===== src/rtl/convertidor_pkg.sv =====
// Shared types and constants for the sequential binary-to-BCD converter
// (double dabble). Optional zero-blanking output is enabled by BCD_APAGAR_CEROS_EN.
package convertidor_pkg;

    typedef enum logic [1:0] {
        IDLE,
        DESPLAZA,
        FIN
    } estado_t;

    localparam int unsigned ANCHO_DIGITO = 4;
    localparam logic [ANCHO_DIGITO-1:0] UMBRAL_AJUSTE = 4'd5;
    localparam logic [ANCHO_DIGITO-1:0] AJUSTE = 4'd3;

    // Counter must hold the value N_BITS itself, hence clog2(N_BITS+1).
    function automatic int unsigned ancho_contador(input int unsigned n_bits);
        int unsigned ancho;
        ancho = $clog2(n_bits + 1);
        return (ancho < 1) ? 1 : ancho;
    endfunction

endpackage


===== src/rtl/convertidor_bin_bcd_seq_ajuste_digito.sv =====
// Combinational add-3 cell: a BCD digit of 5 or more gets +3 before the next shift.
module ajuste_digito
    import convertidor_pkg::*;
(
    input  logic [ANCHO_DIGITO-1:0] digito,
    output logic [ANCHO_DIGITO-1:0] ajustado
);

    always_comb begin
        ajustado = digito;
        if (digito >= UMBRAL_AJUSTE) begin
            ajustado = digito + AJUSTE;
        end
    end

endmodule


===== src/rtl/convertidor_bin_bcd_seq.sv =====
// Sequential N_BITS-to-BCD converter with start/done handshake and overflow flag.
// Define BCD_APAGAR_CEROS_EN to add the leading-zero blanking output 'apagar'.
module convertidor_bin_bcd_seq
    import convertidor_pkg::*;
#(
    parameter int unsigned N_BITS    = 10,
    parameter int unsigned N_DIGITOS = 4
) (
    input  logic                            clk,
    input  logic                            reset,
    input  logic                            inicio,
    input  logic [N_BITS-1:0]               N_Binario,
    output logic                            ocupado,
    output logic                            listo,
    output logic [ANCHO_DIGITO*N_DIGITOS-1:0] BCD,
    output logic                            desborde
`ifdef BCD_APAGAR_CEROS_EN
    ,
    output logic [N_DIGITOS-1:0]            apagar
`endif
);

    localparam int unsigned ANCHO_BCD = ANCHO_DIGITO * N_DIGITOS;
    localparam int unsigned ANCHO_CNT = ancho_contador(N_BITS);
    localparam logic [ANCHO_CNT-1:0] CNT_CARGA = ANCHO_CNT'(N_BITS);
    localparam logic [ANCHO_CNT-1:0] CNT_UNO   = ANCHO_CNT'(1);

    estado_t                 estado;
    logic [ANCHO_CNT-1:0]    cnt;
    logic [N_BITS-1:0]       desp;
    logic [ANCHO_BCD-1:0]    acum;
    logic [ANCHO_BCD-1:0]    acum_aj;
    logic                    sticky;
    logic [ANCHO_BCD+N_BITS-1:0] desplazado;

    for (genvar i = 0; i < N_DIGITOS; i++) begin : g_ajuste
        ajuste_digito u_ajuste (
            .digito   (acum[i*ANCHO_DIGITO +: ANCHO_DIGITO]),
            .ajustado (acum_aj[i*ANCHO_DIGITO +: ANCHO_DIGITO])
        );
    end

    assign desplazado = {acum_aj, desp} << 1;

`ifdef BCD_APAGAR_CEROS_EN
    logic [N_DIGITOS-1:0] apagar_d;
    logic                 ceros_arriba;

    // Digit 0 is never blanked so a zero result still shows one "0".
    always_comb begin
        apagar_d     = '0;
        ceros_arriba = 1'b1;
        for (int i = int'(N_DIGITOS) - 1; i >= 1; i--) begin
            ceros_arriba = ceros_arriba & (acum[i*ANCHO_DIGITO +: ANCHO_DIGITO] == '0);
            apagar_d[i]  = ceros_arriba;
        end
    end
`endif

    always_ff @(posedge clk or posedge reset) begin
        if (reset) begin
            estado   <= IDLE;
            cnt      <= '0;
            desp     <= '0;
            acum     <= '0;
            sticky   <= 1'b0;
            ocupado  <= 1'b0;
            listo    <= 1'b0;
            BCD      <= '0;
            desborde <= 1'b0;
`ifdef BCD_APAGAR_CEROS_EN
            apagar   <= '0;
`endif
        end else begin
            listo <= 1'b0;
            unique case (estado)
                IDLE: begin
                    if (inicio) begin
                        desp    <= N_Binario;
                        acum    <= '0;
                        sticky  <= 1'b0;
                        cnt     <= CNT_CARGA;
                        ocupado <= 1'b1;
                        estado  <= DESPLAZA;
                    end
                end
                DESPLAZA: begin
                    // Bit leaving the top digit means the value does not fit.
                    sticky <= sticky | acum_aj[ANCHO_BCD-1];
                    acum   <= desplazado[ANCHO_BCD+N_BITS-1 -: ANCHO_BCD];
                    desp   <= desplazado[N_BITS-1:0];
                    cnt    <= cnt - CNT_UNO;
                    if (cnt == CNT_UNO) begin
                        estado <= FIN;
                    end
                end
                FIN: begin
                    BCD      <= acum;
                    desborde <= sticky;
`ifdef BCD_APAGAR_CEROS_EN
                    apagar   <= apagar_d;
`endif
                    listo    <= 1'b1;
                    ocupado  <= 1'b0;
                    estado   <= IDLE;
                end
                default: begin
                    estado  <= IDLE;
                    ocupado <= 1'b0;
                end
            endcase
        end
    end

endmodule


===== config.mk =====
export PLATFORM = sky130hd
export DESIGN_NAME = convertidor_bin_bcd_seq
export DESIGN_NICKNAME = d
export VERILOG_FILES = /design/src/rtl/convertidor_pkg.sv /design/src/rtl/convertidor_bin_bcd_seq_ajuste_digito.sv /design/src/rtl/convertidor_bin_bcd_seq.sv
export SDC_FILE = /design/constraint.sdc
export NUM_CORES = 1
export LEC_CHECK = 0
export CAP_MARGIN = 10
export CORE_MARGIN = 2
export CORE_UTILIZATION = 50
export CTS_CLUSTER_DIAMETER = 150
export DETAILED_ROUTE_END_ITERATION = 16
export PLACE_DENSITY_LB_ADDON = 0.3
export SLEW_MARGIN = 20
export SYNTH_ARGS = -nofsm -noshare
export SYNTH_HDL_FRONTEND = slang
export SYNTH_HIERARCHICAL = 1
export SYNTH_SLANG_ARGS = --single-unit
export TNS_END_PERCENT = 50

===== constraint.sdc =====
create_clock -name clk -period 2.1 [get_ports clk]
set_input_delay 0.63 -clock clk [delete_from_list [all_inputs] [get_ports clk]]
set_output_delay 0.63 -clock clk [all_outputs]
set_load 0.005 [all_outputs]

* After elaboration in Yosys (flattened, before gate mapping)
Cells that the tools add are included.
Operators by class: mux-type cells 18, add/sub/neg operators 5, $lt $le $gt $ge 4, equality and inequality tests 5, bitwise operators 2, reductions and logical operators 5
Operators with widths (count):
- $pmux 16 s2 | 1
- $mux 4 | 5
- $pmux 10 s2 | 1
- $add 4x2->4 const B | 4
- $ge 4x3->1 const B | 4
- $mux 16 | 1
- $mux 10 | 1
- $pmux 4 s2 | 1
- $reduce_and 2->1 | 3
- $eq 4x1->1 const B | 1
- $mux 2 | 2
- $ne 2x2->1 const B | 2
- $pmux 1 s2 | 2
- $pmux 2 s2 | 1
- $sub 4x1->4 const B | 1
- $mux 1 | 3
- $eq 2x1->1 const B | 1
- $eq 2x2->1 const B | 1
- $logic_not 2->1 | 1
- $reduce_bool 2->1 | 1
- $not 1->1 | 1
- $or 1x1->1 | 1
Storage, ports and cells: bits in registers 52, output and inout bits 19, word-level logic and storage cells 48, input bits 13

* Depth between registers and ports, before layout
Gate-level depths: netlist (run 1).
depth in word-level cells 4, depth in mapped cells 7, gate-level depth less buffers 7

* By module
Netlist (run 1), hierarchy kept.
Modules (own cells, without submodules):
- convertidor_bin_bcd_seq | instances 1, cells an instance 153, sequential area each 1301.2 um2, area each 2045.7 um2
- ajuste_digito | instances 4, cells an instance 16, sequential area each 0.0 um2, area each 101.3 um2

* Worst setup path after synthesis (run 1)
No wires, ideal clock.
path type register -> register, start reg acum[8], end reg acum[10], required time 1.979 ns, slack 0.760 ns, setup time 0.121 ns, clock period less this slack 1.340 ns, data arrival time 1.219 ns, path buffers 0, stages on the path, launching flop included 6, path through dfrtp_1 ha_1 nand2b_1 a21oi_2 mux2i_1 a22o_1
On the way: word-level cells in the longest chain between the ends 3, elaborated cells between the ends (all ways) 4, classes of those cells add/sub: 1; order compare: 1; mux: 2
Ends and longest elaborated chain:
- from (decl) | RTL line convertidor_bin_bcd_seq.sv:31 | logic [ANCHO_BCD-1:0] acum;
- from (signal assigned) | RTL line convertidor_bin_bcd_seq.sv:90 | acum <= desplazado[ANCHO_BCD+N_BITS-1 -: ANCHO_BCD];
- $add 4x2->4 or $ge 4x3->1 (tied branches) | RTL line convertidor_bin_bcd_seq_ajuste_digito.sv:12, convertidor_bin_bcd_seq_ajuste_digito.sv:11
- $mux 4 * | RTL line convertidor_bin_bcd_seq_ajuste_digito.sv:11 | if (digito >= UMBRAL_AJUSTE) begin
- named net acum_aj[9] | RTL line convertidor_bin_bcd_seq.sv:32 | logic [ANCHO_BCD-1:0] acum_aj;
- $pmux 16 s2 * | RTL line convertidor_bin_bcd_seq.sv:76 | unique case (estado)
The timed path passes the listed nets; every way through them passes the cells marked *. A chain may end at the register's enable or synchronous reset.

* Final worst setup path (run 1)
start reg BCD[0], end out BCD[0]
RTL lines:
- from (decl) | RTL line convertidor_bin_bcd_seq.sv:15 | output logic [ANCHO_DIGITO*N_DIGITOS-1:0] BCD,
- from (signal assigned) | RTL line convertidor_bin_bcd_seq.sv:98 | BCD <= acum;
No word-level cell between the ends.

==> impl_metrics.tcl, run 1 <==
set metrics [dict create \
    clock_latency_ns 0.30 \
    drt_iter0_drc 87 \
    ys_warn_count 6 \
    path_delay_family "buffers and inverters" \
    initial_utilization_pct 51.9 \
    place.gp.congestion 0.777 \
    clockBufferDepth 2 \
    worstMarginPinSlew_ns 0.592 \
    ys.flop_type "dfrtp_1" \
    cts_sinks 52 \
    antenna_cells 0 \
    cts_max_level 2 \
    syn_area_per_cell_um2 11.3 \
    tns_ns 0 \
    power-per-cell-area_nw_per_um2 1380 \
    postCtsHoldBufs 0 \
    rsz0062_at_grt "false" \
    synthTopCellsByCount "52 x dfrtp_1, 27 x nand2_1, 17 x a22o_1, 17 x mux2_2, 15 x o21ai_0" \
    yosys.cell_types.count 29 \
    root_buffer "clkbuf_8" \
    ys_seq_elements 52 \
    antenna_found_initial 0 \
    nets 275 \
    place_ws_ns 0.223 \
    layout_setup_ws_ns 0.303 \
    maxSlewViolCount 0 \
    die_x_um 74.0 \
    cp-end-kind "primary output" \
    skew_ns 0.00663 \
    synth_most_common_cell "dfrtp_1" \
    die_area_um2 5480 \
    syn_nets 240 \
    yosysTopAreaCell "dfrtp_1" \
    total_power_uw 4090 \
    async_flop_share_pct 100 \
    finalCritPeriodShare_pct 85.6 \
    area_growth_pct 21.0 \
    io_buffers 31 \
    ant_nets 0 \
    yosysTopAreaCellShare_pct 53.1 \
    syn_inst 217 \
    p_leak_uw 0.00137 \
    io_pins 32 \
    crit_buf_inv 1 \
    critical_path.slowest_cell "clkdlybuf4s50_1" \
    crit_type "reg -> out" \
    drt_first_pass_iters 4 \
    maxSlewHeadroom_pct 60.5 \
    core-area_um2 4720 \
    crit_arrival_ns 1.17 \
    min_period_ns 1.80 \
    final-setup-viol-count 0 \
    drive_gt1_share_pct 15.4 \
    num_vias 1656 \
    start_kind "flop" \
    vias_per_cell 5.18 \
    grt_pass1_wl_um 7230 \
    wire_per_inst_um 12.9 \
    min_path_type "reg -> reg" \
    post_cts_buffers 0 \
    grt_pass1_vias 1579 \
    grt_start_max_net_pins 53 \
    drc 0 \
    yosysSeqAreaShare_pct 53.1 \
    cp_data_required_time_ns 1.47 \
    post_cts_resized 0 \
    hold-worst-slack_ns 0.486 \
    fmax_mhz 557 \
    rows 25 \
    synthTopCellsByArea "dfrtp_1 53%, mux2_2 7.8%, a22o_1 6.1%" \
    dp_cells 312 \
    worst-path-max-fanout 2 \
    maxCapViolations 0 \
    cts_buffers 5 \
    finalWirelength_um 4140 \
    syn_area_um2 2450 \
    clk_pin_slew_ns 0.09 \
    path_cells "clkdlybuf4s50_1" \
    cpPeakStageDelay_ns 0.51 \
    hpwl_um 2890 \
    grt_util_all_layers_pct 17.2 \
    synth_edf_count 0 \
    max-vdd-ir-drop_v 0.000643 \
    outcome "complete, no violations" \
    die_h_um 74.0 \
    final_cells 320 \
    grt_overflow_total 0 \
    finalHoldViolCount 0 \
    cts_tree "done" \
]
==> logic make-up (layout without fill, tap and decap cells) <==
| logic type | Yosys count | in the layout | synth area share, % |
|---|---|---|---|
| AOI/OAI and AO/OA | 54 | 54 | 15.8 |
| DFF | 52 | 52 | 53.1 |
| and+or+nand+nor | 51 | 51 | 9.70 |
| muxes | 24 | 24 | 10.7 |
| buffers and inverters | 22 | 58 | 4.24 |
| adders and majority gates | 10 | 10 | 5.10 |
| xor gates and xnor gates | 4 | 4 | 1.43 |
==> placed cells by master, fill, tap and decap left out <==
cell type,instances
a22oi_1,8
and3_1,1
and2b_1,1
xnor2_1,4
o21ai_1,4
clkbuf_8,6
nor2_1,8
inv_2,2
mux2i_1,7
nand2_1,27
or3_1,1
clkbuf_1,2
inv_1,10
dfrtp_1,52
buf_12,3
mux2_2,17
nor2b_1,1
o21bai_2,1
a31oi_1,1
nor2_4,1
clkdlybuf4s50_1,31
buf_4,4
a211o_2,1
a22o_1,17
a21oi_2,4
o21ai_0,15
nand2b_1,11
a21oi_1,2
a32o_1,1
ha_1,10
==> cell type report <==
class	count	area (um^2)
sequential	52	1300
timing repair buffer	38	400
fill	377	1760
inverter	12	45.0
multi-input combinational	143	1050
clock buffer	8	90.1
tap	67	83.8
==> state kept, by name, indices dropped and copies added (netlist names) <==
register	flops
ocupado	1
cnt	4
acum	16
sticky	1
desborde	1
estado	2
desp	10
listo	1
BCD	16
==> path summary, 6_finish.rpt <==
kind,start,to,slack [ns],depth (start not counted)
worst max-delay path,BCD[0]$_DFFE_PP0P_,BCD[0],0.30,1
worst min-delay path,desp[6]$_DFFE_PP0P_,desp[6]$_DFFE_PP0P_,0.49,2
worst max register to register,estado[0]$_DFFE_PP0P_,desp[1]$_DFFE_PP0P_,0.42,3
worst min register to register,desp[6]$_DFFE_PP0P_,desp[6]$_DFFE_PP0P_,0.49,2
max in group asynchronous,reset,acum[1]$_DFFE_PP0P_,1.17,3
min in group asynchronous,reset,BCD[10]$_DFFE_PP0P_,0.70,3
==> report_power, final <==
part / switching (uW) / internal, uW / total (uW)
Sequential: 366 / 1390 / 1760
Combinational: 749 / 1010 / 1760
Clock: 298 / 269 / 568
==> stage by stage <==
stage	instance area (um^2)	util [%]
after CTS	2970	62.8
after detailed placement	2880	60.9
after floorplan	2450	-
after global routing	2970	62.8
final	2970	62.8
after global placement	2880	60.9
==> per-layer routing <==
metal | up-vias | track usage, % | part of all wire [%]
met3 | 6 | 4.74 | 3.9
met1 | 801 | 24.2 | 50
met2 | 28 | 26.4 | 45
met4 | 0 | 5.25 | 1.2
li1 | 821 | - | -
met5 | - | 0 | 0
Power figures use the tool's default switching activity.
==> run 2: changes to the inputs <==
--- a/config.mk
+++ b/config.mk
@@ -6,7 +6,7 @@
 export NUM_CORES = 1
 export LEC_CHECK = 0
 export CAP_MARGIN = 10
-export CORE_MARGIN = 2
+export CORE_MARGIN = 4
 export CORE_UTILIZATION = 50
 export CTS_CLUSTER_DIAMETER = 150
 export DETAILED_ROUTE_END_ITERATION = 16
==> impl_metrics.tcl, run 2 (synthesis results as in run 1) <==
set metrics [dict create \
    die_h_um 78.0 \
    endpoint "desp[3]$_DFFE_PP0P_" \
    utilization_pct 63.0 \
    grt_overflow_total 0 \
    worstMarginPinSlew_ns 0.635 \
    fmax_mhz 553 \
    hold-worst-slack_ns 0.494 \
    io_buffers 31 \
    rr_startpoint "estado[1]$_DFFE_PP0P_" \
    p_leak_uw 0.00138 \
    postCtsHoldBufs 0 \
    r2r_slack_ns 0.51 \
    path_cells "clkdlybuf4s50_1, nor2b_1, a22oi_1, o21ai_0" \
    finalWirelength_um 4400 \
    dp_cells 312 \
    rsz0062_at_grt "false" \
    place_ws_ns -0.0339 \
    ant_nets 0 \
    die_x_um 78.0 \
    area_growth_pct 21.4 \
    tns_ns 0 \
    wire_per_inst_um 13.7 \
    maxCapViolations 0 \
    grt_pass1_wl_um 7940 \
    cts_buffers 5 \
    vias_per_cell 5.31 \
    critical_path.slowest_cell "nor2b_1" \
    drt_iter0_drc 123 \
    grt_start_max_net_pins 53 \
    path_depth 4 \
    reg.largest.list "BCD x16, acum x16, desp x10" \
    layout_setup_ws_ns 0.292 \
    drt_first_pass_iters 4 \
    cpPeakStageDelay_ns 0.54 \
    place.gp.congestion 0.741 \
    path_delay_family "simple AND/OR/NAND/NOR gates" \
    hpwl_um 3140 \
    final_common_cell "dfrtp_1" \
    nets 275 \
    crit_buf_inv 1 \
    max-vdd-ir-drop_v 0.000724 \
    cts_max_level 2 \
    cts_sinks 52 \
    post_cts_buffers 0 \
    finalCritPeriodShare_pct 86.1 \
    num_vias 1699 \
    mostFrequentLayoutCells "52 x dfrtp_1, 31 x clkdlybuf4s50_1, 27 x nand2_1, 17 x a22o_1, 17 x mux2_2" \
    final-setup-viol-count 0 \
    root_buffer "clkbuf_8" \
    final_cells 320 \
    crit_start "inicio" \
    grt_util_all_layers_pct 16.2 \
    cp_data_required_time_ns 2.32 \
    io_pins 32 \
    drive_gt1_share_pct 16.2 \
    post_cts_resized 0 \
    antenna_cells 0 \
    min_path_type "reg -> reg" \
    start_kind "input pin" \
    power-per-cell-area_nw_per_um2 1410 \
    core-area_um2 4720 \
    finalHoldViolCount 0 \
    maxSlewHeadroom_pct 57.6 \
    drc 0 \
    min_period_ns 1.81 \
    maxSlewViolCount 0 \
    crit_arrival_ns 2.02 \
    skew_ns 0.00733 \
    grt_pass1_vias 1720 \
    crit_type "in -> reg" \
    clock_latency_ns 0.30 \
    clk_pin_slew_ns 0.09 \
    outcome "complete, no violations" \
    antenna_found_initial 0 \
    die_area_um2 6090 \
    rows 25 \
    cts_tree "done" \
    ff2ff_path_depth 3 \
    clockBufferDepth 2 \
    worst-path-max-fanout 9 \
    initial_utilization_pct 51.9 \
    cp-end-kind "flop" \
    r2r_end "acum[15]$_DFFE_PP0P_" \
]
## run 2: cell count changes in the layout (fill, tap and decap cells not counted)
| cell | before | now |
|---|---|---|
| buf_12 | 3 | 2 |
| buf_4 | 4 | 5 |
| bufinv_16 | 0 | 1 |
| clkbuf_1 | 2 | 0 |
| clkbuf_8 | 6 | 5 |
| clkinv_2 | 0 | 1 |
| clkinvlp_4 | 0 | 1 |
## run 2: report_power, final
| part | leakage, uW | total (uW) | internal, uW | switching [uW] |
|---|---|---|---|---|
| Sequential | 0.000672 | 1740 | 1390 | 346 |
| Combinational | 0.000650 | 1780 | 1000 | 781 |
| Clock | 0.0000541 | 675 | 353 | 322 |
## run 2: tightest hold or removal path: stages, from the launching register on
cell and delay, ns:
dfrtp_1 0.36, nand2_1 0.05, o21ai_0 0.06
## run 2: metal layers
metal	GRT usage [%]	vias up	share of wire, %	wire [um]
li1	-	822	-	-
met1	21.0	846	46	2040
met2	27.4	27	49	2170
met3	4.24	4	3.5	154
met4	3.67	0	0.86	38
met5	0	-	0	0
## run 2: layout make-up
cell class                      instances  area [um^2]
Timing Repair Buffer                   38          388
Multi-Input combinational cell        143         1050
Clock buffer                            5         68.8
Clock inverter                          3         42.5
Fill cell                             408         1750
Inverter                               12         45.0
Tap cell                               67         83.8
Sequential cell                        52         1300
## run 2: through the flow
step	total power (uW)	area, um^2
finish	4200	2980
global route	4570	2980
CTS	4260	2980
detailed placement	3560	2860
global placement	3450	2860
floorplan	2960	2450
## run 2: how the worst min path moves through the flow
| stage | end | cells past startpoint | start |
|---|---|---|---|
| 5_1_grt | desp[7]$_DFFE_PP0P_ | 2 | desp[7]$_DFFE_PP0P_ |
| 6_report | desp[7]$_DFFE_PP0P_ | 2 | desp[7]$_DFFE_PP0P_ |
| 3_5_place_dp | desp[4]$_DFFE_PP0P_ | 2 | desp[4]$_DFFE_PP0P_ |
| 4_1_cts | desp[4]$_DFFE_PP0P_ | 2 | desp[4]$_DFFE_PP0P_ |
| 2_1_floorplan | desp[8]$_DFFE_PP0P_ | 2 | desp[8]$_DFFE_PP0P_ |
| 3_3_place_gp | desp[7]$_DFFE_PP0P_ | 2 | desp[7]$_DFFE_PP0P_ |
